===== config.mk =====
export PLATFORM = sky130hd
export DESIGN_NAME = mna_request_packetizer_flat
export DESIGN_NICKNAME = d
export VERILOG_FILES = /design/src/rtl/mna_pkg.sv /design/src/rtl/mna_request_packetizer_if.sv /design/src/rtl/mna_axi_slot.sv /design/src/rtl/mna_request_packetizer.sv /design/src/flat_wrapper.sv
export SDC_FILE = /design/constraint.sdc
export NUM_CORES = 1
export LEC_CHECK = 0
export CAP_MARGIN = 20
export CORE_MARGIN = 3
export CORE_UTILIZATION = 55
export CTS_BUF_LIST = sky130_fd_sc_hd__clkbuf_4
export DETAILED_ROUTE_END_ITERATION = 16
export PLACE_DENSITY = 0.88
export SLEW_MARGIN = 20
export SYNTH_ARGS = -nofsm -noshare
export SYNTH_HDL_FRONTEND = slang
export SYNTH_HIERARCHICAL = 1
export SYNTH_SLANG_ARGS = --single-unit

===== constraint.sdc =====
create_clock -name clk -period 5 [get_ports clk]
set_clock_uncertainty 0.05 [all_clocks]
set_input_delay 0.5 -clock clk [delete_from_list [all_inputs] [get_ports clk]]
set_output_delay 0.5 -clock clk [all_outputs]
set_load 0.03 [all_outputs]

===== src/rtl/mna_pkg.sv =====
// Shared definitions for the master network adapter: FSM states, header field
// positions and the header builder used by both the request and response sides.
package mna_pkg;

   localparam int FLIT_W   = 32;
   localparam int ADDR_W   = 32;
   localparam int DATA_W   = 32;
   localparam int STRB_W   = 4;
   localparam int DEST_W   = 8;

   localparam int DEST_MSB = 31;
   localparam int DEST_LSB = 24;
   localparam int STRB_MSB = 23;
   localparam int STRB_LSB = 20;
   localparam int READ_BIT = 19;

   typedef enum logic [2:0] {
      ST_IDLE,
      ST_HDR,
      ST_ADDR,
      ST_DATA,
      ST_WAIT_RESP
   } state_t;

   // Header carries routing id, byte strobes (zero for reads) and the read flag.
   function automatic logic [FLIT_W-1:0] make_header(input logic [DEST_W-1:0] dest,
                                                     input logic [STRB_W-1:0] strb,
                                                     input logic              is_read);
      logic [FLIT_W-1:0] hdr;
      hdr                    = '0;
      hdr[DEST_MSB:DEST_LSB] = dest;
      hdr[STRB_MSB:STRB_LSB] = strb;
      hdr[READ_BIT]          = is_read;
      return hdr;
   endfunction

endpackage


===== src/rtl/mna_request_packetizer_if.sv =====
// Bundle of the AXI4-Lite request channels, NoC flit outputs and the
// completion pulse seen by the request packetizer.
interface mna_request_packetizer_if;
   import mna_pkg::*;

   logic [ADDR_W-1:0] awaddr;
   logic              awvalid;
   logic              awready;

   logic [DATA_W-1:0] wdata;
   logic [STRB_W-1:0] wstrb;
   logic              wvalid;
   logic              wready;

   logic [ADDR_W-1:0] araddr;
   logic              arvalid;
   logic              arready;

   logic              is_allocatable;
   logic              is_on_off;
   logic [FLIT_W-1:0] flit_data;
   logic              flit_valid;
   logic              flit_read;
   logic              flit_tail;

   logic              resp_done;

   modport slave (
      input  awaddr, awvalid, output awready,
      input  wdata, wstrb, wvalid, output wready,
      input  araddr, arvalid, output arready,
      input  is_allocatable, is_on_off,
      output flit_data, flit_valid, flit_read, flit_tail,
      input  resp_done
   );

   modport master (
      output awaddr, awvalid, input awready,
      output wdata, wstrb, wvalid, input wready,
      output araddr, arvalid, input arready,
      output is_allocatable, is_on_off,
      input  flit_data, flit_valid, flit_read, flit_tail,
      output resp_done
   );

endinterface


===== src/rtl/mna_axi_slot.sv =====
// One-deep capture register for an AXI channel: loads on handshake, holds
// until the packet using it has sent its tail flit.
module mna_axi_slot #(
   parameter int WIDTH = 32
) (
   input  logic             clk,
   input  logic             rst,
   input  logic             accept,
   input  logic             valid,
   input  logic             clear,
   input  logic [WIDTH-1:0] data_in,
   output logic             ready,
   output logic [WIDTH-1:0] data_q,
   output logic             full
);

   assign ready = accept & ~full;

   // Clear and load never coincide: clear happens only outside IDLE, where accept is low.
   always_ff @(posedge clk) begin
      if (rst) begin
         full   <= 1'b0;
         data_q <= '0;
      end else begin
         if (clear) begin
            full <= 1'b0;
         end
         if (valid && ready) begin
            full   <= 1'b1;
            data_q <= data_in;
         end
      end
   end

endmodule


===== src/rtl/mna_request_packetizer.sv =====
// Master adapter request stage: turns captured AXI4-Lite write/read requests
// into header/address/data NoC flits, one transaction in flight at a time.
module mna_request_packetizer
   import mna_pkg::*;
(
   input  logic                      clk,
   input  logic                      rst,
   mna_request_packetizer_if.slave   bus
);

   state_t state;
   state_t state_next;

   logic                     last_grant_read;
   logic                     cur_read;
   logic                     grant;
   logic                     grant_read;
   logic                     accept;
   logic                     tail_xfer;

   logic                     aw_ready, w_ready, ar_ready;
   logic                     aw_full, w_full, ar_full;
   logic [ADDR_W-1:0]        aw_q;
   logic [STRB_W+DATA_W-1:0] w_q;
   logic [ADDR_W-1:0]        ar_q;

   logic                     wr_elig, rd_elig;
   logic [FLIT_W-1:0]        flit_data_c;
   logic                     flit_valid_c;
   logic                     flit_tail_c;

   // Ready is held low during reset so the channels never appear open then.
   assign accept  = (state == ST_IDLE) & ~rst;
   assign wr_elig = aw_full & w_full;
   assign rd_elig = ar_full;

   mna_axi_slot #(.WIDTH(ADDR_W)) u_aw_slot (
      .clk     (clk),
      .rst     (rst),
      .accept  (accept),
      .valid   (bus.awvalid),
      .clear   (tail_xfer & ~cur_read),
      .data_in (bus.awaddr),
      .ready   (aw_ready),
      .data_q  (aw_q),
      .full    (aw_full)
   );

   mna_axi_slot #(.WIDTH(STRB_W + DATA_W)) u_w_slot (
      .clk     (clk),
      .rst     (rst),
      .accept  (accept),
      .valid   (bus.wvalid),
      .clear   (tail_xfer & ~cur_read),
      .data_in ({bus.wstrb, bus.wdata}),
      .ready   (w_ready),
      .data_q  (w_q),
      .full    (w_full)
   );

   mna_axi_slot #(.WIDTH(ADDR_W)) u_ar_slot (
      .clk     (clk),
      .rst     (rst),
      .accept  (accept),
      .valid   (bus.arvalid),
      .clear   (tail_xfer & cur_read),
      .data_in (bus.araddr),
      .ready   (ar_ready),
      .data_q  (ar_q),
      .full    (ar_full)
   );

   always_ff @(posedge clk) begin
      if (rst) begin
         state           <= ST_IDLE;
         last_grant_read <= 1'b1;
         cur_read        <= 1'b0;
      end else begin
         state <= state_next;
         if (grant) begin
            last_grant_read <= grant_read;
            cur_read        <= grant_read;
         end
      end
   end

   // Flit outputs come straight from state and frozen slot contents, so they
   // hold naturally while the downstream is off.
   always_comb begin
      state_next   = state;
      grant        = 1'b0;
      grant_read   = 1'b0;
      flit_valid_c = 1'b0;
      flit_tail_c  = 1'b0;
      flit_data_c  = '0;
      case (state)
         ST_IDLE: begin
            if (bus.is_allocatable && (wr_elig || rd_elig)) begin
               grant      = 1'b1;
               grant_read = rd_elig && (!wr_elig || !last_grant_read);
               state_next = ST_HDR;
            end
         end
         ST_HDR: begin
            flit_valid_c = 1'b1;
            flit_data_c  = cur_read ? make_header(ar_q[DEST_MSB:DEST_LSB], 4'b0000, 1'b1)
                                    : make_header(aw_q[DEST_MSB:DEST_LSB],
                                                  w_q[STRB_W+DATA_W-1:DATA_W], 1'b0);
            if (bus.is_on_off) begin
               state_next = ST_ADDR;
            end
         end
         ST_ADDR: begin
            flit_valid_c = 1'b1;
            flit_tail_c  = cur_read;
            flit_data_c  = cur_read ? ar_q : aw_q;
            if (bus.is_on_off) begin
               state_next = cur_read ? ST_WAIT_RESP : ST_DATA;
            end
         end
         ST_DATA: begin
            flit_valid_c = 1'b1;
            flit_tail_c  = 1'b1;
            flit_data_c  = w_q[DATA_W-1:0];
            if (bus.is_on_off) begin
               state_next = ST_WAIT_RESP;
            end
         end
         ST_WAIT_RESP: begin
            if (bus.resp_done) begin
               state_next = ST_IDLE;
            end
         end
         default: begin
            state_next = ST_IDLE;
         end
      endcase
   end

   assign tail_xfer      = flit_valid_c & flit_tail_c & bus.is_on_off;

   assign bus.awready    = aw_ready;
   assign bus.wready     = w_ready;
   assign bus.arready    = ar_ready;
   assign bus.flit_data  = flit_data_c;
   assign bus.flit_valid = flit_valid_c;
   assign bus.flit_tail  = flit_tail_c;
   assign bus.flit_read  = cur_read & flit_valid_c;

endmodule


===== src/flat_wrapper.sv =====
// flat-port wrapper written by rule: the top's interface ports become plain ports
module mna_request_packetizer_flat import mna_pkg::*;
  (clk, rst, bus_awaddr, bus_awvalid, bus_awready, bus_wdata, bus_wstrb, bus_wvalid, bus_wready, bus_araddr, bus_arvalid, bus_arready, bus_is_allocatable, bus_is_on_off, bus_flit_data, bus_flit_valid, bus_flit_read, bus_flit_tail, bus_resp_done);
  mna_request_packetizer_if bus_i ();
  input  logic clk;
  input  logic rst;
  input wire logic [$bits(bus_i.awaddr)-1:0] bus_awaddr;
  input wire logic [$bits(bus_i.awvalid)-1:0] bus_awvalid;
  output wire logic [$bits(bus_i.awready)-1:0] bus_awready;
  input wire logic [$bits(bus_i.wdata)-1:0] bus_wdata;
  input wire logic [$bits(bus_i.wstrb)-1:0] bus_wstrb;
  input wire logic [$bits(bus_i.wvalid)-1:0] bus_wvalid;
  output wire logic [$bits(bus_i.wready)-1:0] bus_wready;
  input wire logic [$bits(bus_i.araddr)-1:0] bus_araddr;
  input wire logic [$bits(bus_i.arvalid)-1:0] bus_arvalid;
  output wire logic [$bits(bus_i.arready)-1:0] bus_arready;
  input wire logic [$bits(bus_i.is_allocatable)-1:0] bus_is_allocatable;
  input wire logic [$bits(bus_i.is_on_off)-1:0] bus_is_on_off;
  output wire logic [$bits(bus_i.flit_data)-1:0] bus_flit_data;
  output wire logic [$bits(bus_i.flit_valid)-1:0] bus_flit_valid;
  output wire logic [$bits(bus_i.flit_read)-1:0] bus_flit_read;
  output wire logic [$bits(bus_i.flit_tail)-1:0] bus_flit_tail;
  input wire logic [$bits(bus_i.resp_done)-1:0] bus_resp_done;
  assign bus_i.awaddr = bus_awaddr;
  assign bus_i.awvalid = bus_awvalid;
  assign bus_awready = bus_i.awready;
  assign bus_i.wdata = bus_wdata;
  assign bus_i.wstrb = bus_wstrb;
  assign bus_i.wvalid = bus_wvalid;
  assign bus_wready = bus_i.wready;
  assign bus_i.araddr = bus_araddr;
  assign bus_i.arvalid = bus_arvalid;
  assign bus_arready = bus_i.arready;
  assign bus_i.is_allocatable = bus_is_allocatable;
  assign bus_i.is_on_off = bus_is_on_off;
  assign bus_flit_data = bus_i.flit_data;
  assign bus_flit_valid = bus_i.flit_valid;
  assign bus_flit_read = bus_i.flit_read;
  assign bus_flit_tail = bus_i.flit_tail;
  assign bus_i.resp_done = bus_resp_done;
  mna_request_packetizer u_core (.clk(clk), .rst(rst), .bus(bus_i));
endmodule

Word level (Yosys, flattened, before mapping). Index checks and enable logic that the tools add are counted. Widths: inputs -> output; s select.

Register bits after elaboration: 108. Input port bits: 108. Output and inout port bits: 38.

Equal/unequal tests: 9. Multiplexer cells: 21. Bitwise gates (word level): 15. Reductions and logical operators: 15.

Operator list (number): $pmux 32 s3 (1); $mux 32 (2); $mux 3 (6); $pmux 3 s5 (1); $and 1x1->1 (10); $mux 1 (10); $ne 2x2->1 const B (5); $eq 3x2->1 const B (2); $reduce_bool 2->1 (3); $logic_and 1x1->1 (5); $not 1->1 (5); $reduce_and 5->1 (1); $eq 3x1->1 const B (1); $eq 3x3->1 const B (1); $logic_not 3->1 (1); $reduce_or 3->1 (1); $logic_not 1->1 (2); $logic_or 1x1->1 (2); $pmux 1 s2 (1).

Longest topological paths before layout.
Word-level depth: 8. Gate-level depth with buffers: 8. Gate-level depth less buffers: 5.

Modules after synthesis. The synthesis kept the hierarchy.

By module, submodules not included: mna_axi_slot at u_core.u_ar_slot ... (times used 2, cells an instance 144, area each 1512.7 µm²); mna_axi_slot at u_core.u_w_slot (times used 1, cells an instance 161, area each 1686.6 µm²); mna_request_packetizer (times used 1, cells an instance 156, area each 1021.0 µm²).

Worst setup path before layout. No wires, ideal clock.

Path type: flip-flop to output port. Start point: reg u_core.state[1]. End point: out bus_flit_data[24]. Arrival: 1.663 ns. Required time: 4.450 ns. Setup slack: 2.787 ns. Cell stages (with the launch flop): 5. Path buffers: 1. Cells stage by stage: dfxtp_1 -> buf_4 -> nor2b_1 -> o21bai_2 -> o21ai_0.

Cells in the longest elaborated chain, start to end: 2. Elaborated cells between the ends (all ways): 4. Those cells by class: 3 x eq/ne; 1 x mux.

RTL lines: start, declared (RTL line mna_request_packetizer.sv:11) `state_t state;`; start signal, assigned (RTL line mna_request_packetizer.sv:79) `state <= state_next;`; $eq 3x2->1 / $eq 3x1->1 (equally long branches) (RTL line mna_request_packetizer.sv:96) `case (state)`; $pmux 32 s3 (*) (RTL line mna_request_packetizer.sv:96); end, declared (RTL line flat_wrapper.sv:19) `output wire logic [$bits(bus_i.flit_data)-1:0] bus_flit_data;`.

Mark *: on every way between the ends. The rest lies on a longest branch, timed or not.

Worst setup path in the final report.
Start point: reg u_core.cur_read. End point: out bus_flit_data[9].

Cells in the longest elaborated chain, start to end: 2.

RTL lines: start, declared (RTL line mna_request_packetizer.sv:15) `logic cur_read;`; start signal, assigned (RTL line mna_request_packetizer.sv:82) `cur_read <= grant_read;`; $mux 32 (RTL line mna_request_packetizer.sv:116) `flit_data_c = cur_read ? ar_q : aw_q;`; $pmux 32 s3 (RTL line mna_request_packetizer.sv:96).

Every way passes these cells.

==> flow_summary_export.csv <==
group,metric,value,unit
worst_setup_path,reg2reg_to,"u_core/u_ar_slot/data_q[30]",
cts,cts_resized,0,
synthesis,yosys_warnings,6,
synthesis,ys.flop_type,"dfxtp_1",
hold_path,hp-class,"reg -> reg",
synthesis,synthCells,605,
worst_setup_path,end_kind,"output port",
cts,cts_buffers,9,
sta,fin_crit_sh,0.765,
power,ir_worst_vdd,302,µV
hold_path,min_to,"u_core/u_aw_slot/data_q[14]",
place,port_buffers,145,
sta,final_hold_viol_count,0,
worst_setup_path,rr_worst_depth,4,
worst_setup_path,timing_worst_setup_path_type,"reg -> out",
sta,worstMarginPinSlew,1.09,ns
place,dp_hpwl,10300,µm
detailed_routing,drc,0,
global_routing,grt_usage,0.244,
die,io_pins,146,
finish,final_layout_size_suffix_gt1_frac,0.0457,
synthesis,synth_edf_count,0,
worst_setup_path,rrSetupSlack,2.35,ns
worst_setup_path,timing.rr.start,"u_core/state[0]",
detailed_routing,ant_nets,0,
die,rows,36,
synthesis,ys_ff_latch,108,
worst_setup_path,cp_data_arrival_time,3.27,ns
cts,clock_latency,0.46,ns
detailed_routing,viasPerCell,5.20,
sta,fmax,262,MHz
job,cap_violations,0,
cts,cts_setup_buffers,0,
cts,hold_buffers,0,
global_routing,antenna_found_initial,1,
synthesis,async_flop_share,0,
global_routing,grt_max_degree,114,
cts,htree_levels,3,
finish,fillers,789,
worst_setup_path,worst_setup_path_start_kind,"flop",
finish,stdcell_area,7120,µm²
cts,cts_tree,"yes",
detailed_routing,post_drt_wl_per_cell,16.9,µm
worst_setup_path,path_max_fanout,19,
power,power.density,288,nW/µm²
status,outcome,"complete, no violations",
sta,drv_slew,0,
finish,area_delta_synth_final,24.2,%
cts,clk_pin_slew_worst_paths,0.18,ns
cts,cts_sinks,108,
detailed_routing,wl,14500,µm
die,core,9950,µm²
worst_setup_path,critPathLaunch,"u_core/cur_read",
global_routing,overflow,0,
hold_path,hp-start,"u_core/u_aw_slot/data_q[14]",
global_routing,grt_pass1_vias,4408,
sta,setup-tns-final,0,ns
sta,slew_headroom,0.275,
synthesis,syn_area_per_cell,9.48,µm²
detailed_routing,via_count,4453,
die,start_util,0.576,
detailed_routing,drt_iter0_drc,279,
finish,nNetsFinal,825,
die,die_x,108,µm
hold_path,hold_depth,2,
global_routing,grt_pass1_wl,22300,µm
sta,finalSetupViolations,0,
synthesis,ys_seq_area_frac,0.377,
sta,period_needed,3.82,ns
power,power_leakage,2.57,nW
die,die-area,11700,µm²
finish,utilization,0.715,
sta,rsz0062_at_grt,"false",
die,die_h,108,µm
synthesis,ys_types,35,
worst_setup_path,required,4.45,ns
cts,cts_root_buffer,"clkbuf_4",
detailed_routing,firstDrtPassIters,5,
synthesis,synthesis.nets,713,
cts,cts_buffer_depth,2,
place,place.gp.congestion,0.909,
synthesis,syn_area,5730,µm²
place,placedInstanceArea,6990,µm²
[critical path: stages, from the launching register on]
cell and delay, ns:
dfxtp_1 0.89, nor3b_4 0.90, a22oi_1 0.20, nand2_1 0.14, clkdlybuf4s50_1 0.67
[final cells by class]
| cell class | instances | area (µm²) | share of cell area |
|---|---|---|---|
| clock inverter | 7 | 57.6 | 0.00808 |
| tap | 133 | 166 | 0.0234 |
| sequential | 108 | 2160 | 0.304 |
| multi-input combinational | 451 | 3200 | 0.449 |
| antenna | 1 | 2.50 | 0.000351 |
| timing repair buffer | 147 | 1460 | 0.206 |
| clock buffer | 9 | 67.6 | 0.00949 |
[report_power, final]
| part | switching [mW] | internal, mW | total, mW |
|---|---|---|---|
| sequential | 0.0867 | 0.965 | 1.05 |
| clock | 0.314 | 0.112 | 0.425 |
| combinational | 0.282 | 0.295 | 0.577 |
[registers in the layout, summed over array words and instances, names as in the netlist]
name,cells
u_core/u_ar_slot/data_q,32
u_core/u_w_slot/data_q,36
u_core/cur_read,1
u_core/u_ar_slot/full,1
u_core/state,3
u_core/u_aw_slot/full,1
u_core/last_grant_read,1
u_core/u_w_slot/full,1
u_core/u_aw_slot/data_q,32
[worst max path at each step]
stage / slack, ns / to / depth (start not counted)
global placement: 1.77 / bus_flit_data[31] / 5
floorplan: 2.79 / bus_flit_data[24] / 4
global route: 1.04 / bus_flit_data[9] / 4
finish: 1.18 / bus_flit_data[9] / 4
CTS: 1.05 / bus_flit_data[9] / 5
detailed placement: 1.58 / bus_flit_data[9] / 5
[metal layers]
metal,vias to the layer above,share of wire,routed length [µm],track usage
met3,14,0.064,929,0.0573
li1,2229,-,-,-
met2,135,0.47,6760,0.390
met4,0,0.011,162,0.0739
met5,-,0,0,0
met1,2075,0.46,6600,0.328
[kinds of logic (layout without fill, tap and decap cells)]
kind of cell,Yosys count,in the layout,share of synthesized area
buffers and inverters,46,163,0.0659
AND/OR/NAND/NOR,287,287,0.297
flip-flops,108,108,0.377
multiplexers,110,110,0.192
AO/OA/AOI/OAI,54,54,0.0674
other,0,1,0
[synth_stat cells, types with 2 or more instances]
cell type / count / area [µm²]
a21oi_1: 2 / 10.0
clkbuf_1: 19 / 71.3
buf_4: 2 / 15.0
a22oi_1: 26 / 195
buf_12: 9 / 180
o22ai_1: 4 / 25.0
o21ba_2: 3 / 30.0
buf_6: 5 / 56.3
nor3_1: 2 / 10.0
and2b_1: 4 / 30.0
and2_1: 3 / 18.8
dfxtp_1: 108 / 2160
mux2i_1: 109 / 1090
o21ai_0: 13 / 65.1
and3b_1: 4 / 35.0
nor2_1: 9 / 33.8
nand2b_1: 202 / 1260
nand2_1: 48 / 180
buf_2: 11 / 55.1
nor2b_1: 7 / 43.8
[per-stage QoR]
| step | power, mW | std cells | hold WS (ns) | setup WS [ns] |
|---|---|---|---|---|
| after floorplan | 1.48 | 605 | 0.398 | 2.79 |
| after global placement | 1.63 | 839 | 0.409 | 1.77 |
| after detailed placement | 1.65 | 839 | 0.414 | 1.58 |
| after CTS | 2.06 | 855 | 0.440 | 1.05 |
| after global routing | 2.15 | 856 | 0.451 | 1.04 |
| final | 2.05 | 856 | 0.438 | 1.18 |
[cells in the final DEF (no fill, tap or decap), types with 3 or more instances in the layout]
master	instances
dfxtp_1	108
clkbuf_4	9
nand2_1	48
o22ai_1	4
o21ba_2	3
o21ai_0	13
nor2_1	9
buf_4	3
nor2b_1	7
clkdlybuf4s50_1	144
a22oi_1	26
nand2b_1	202
and2b_1	4
mux2i_1	109
No activity file was read; power rests on OpenSTA's default activity.
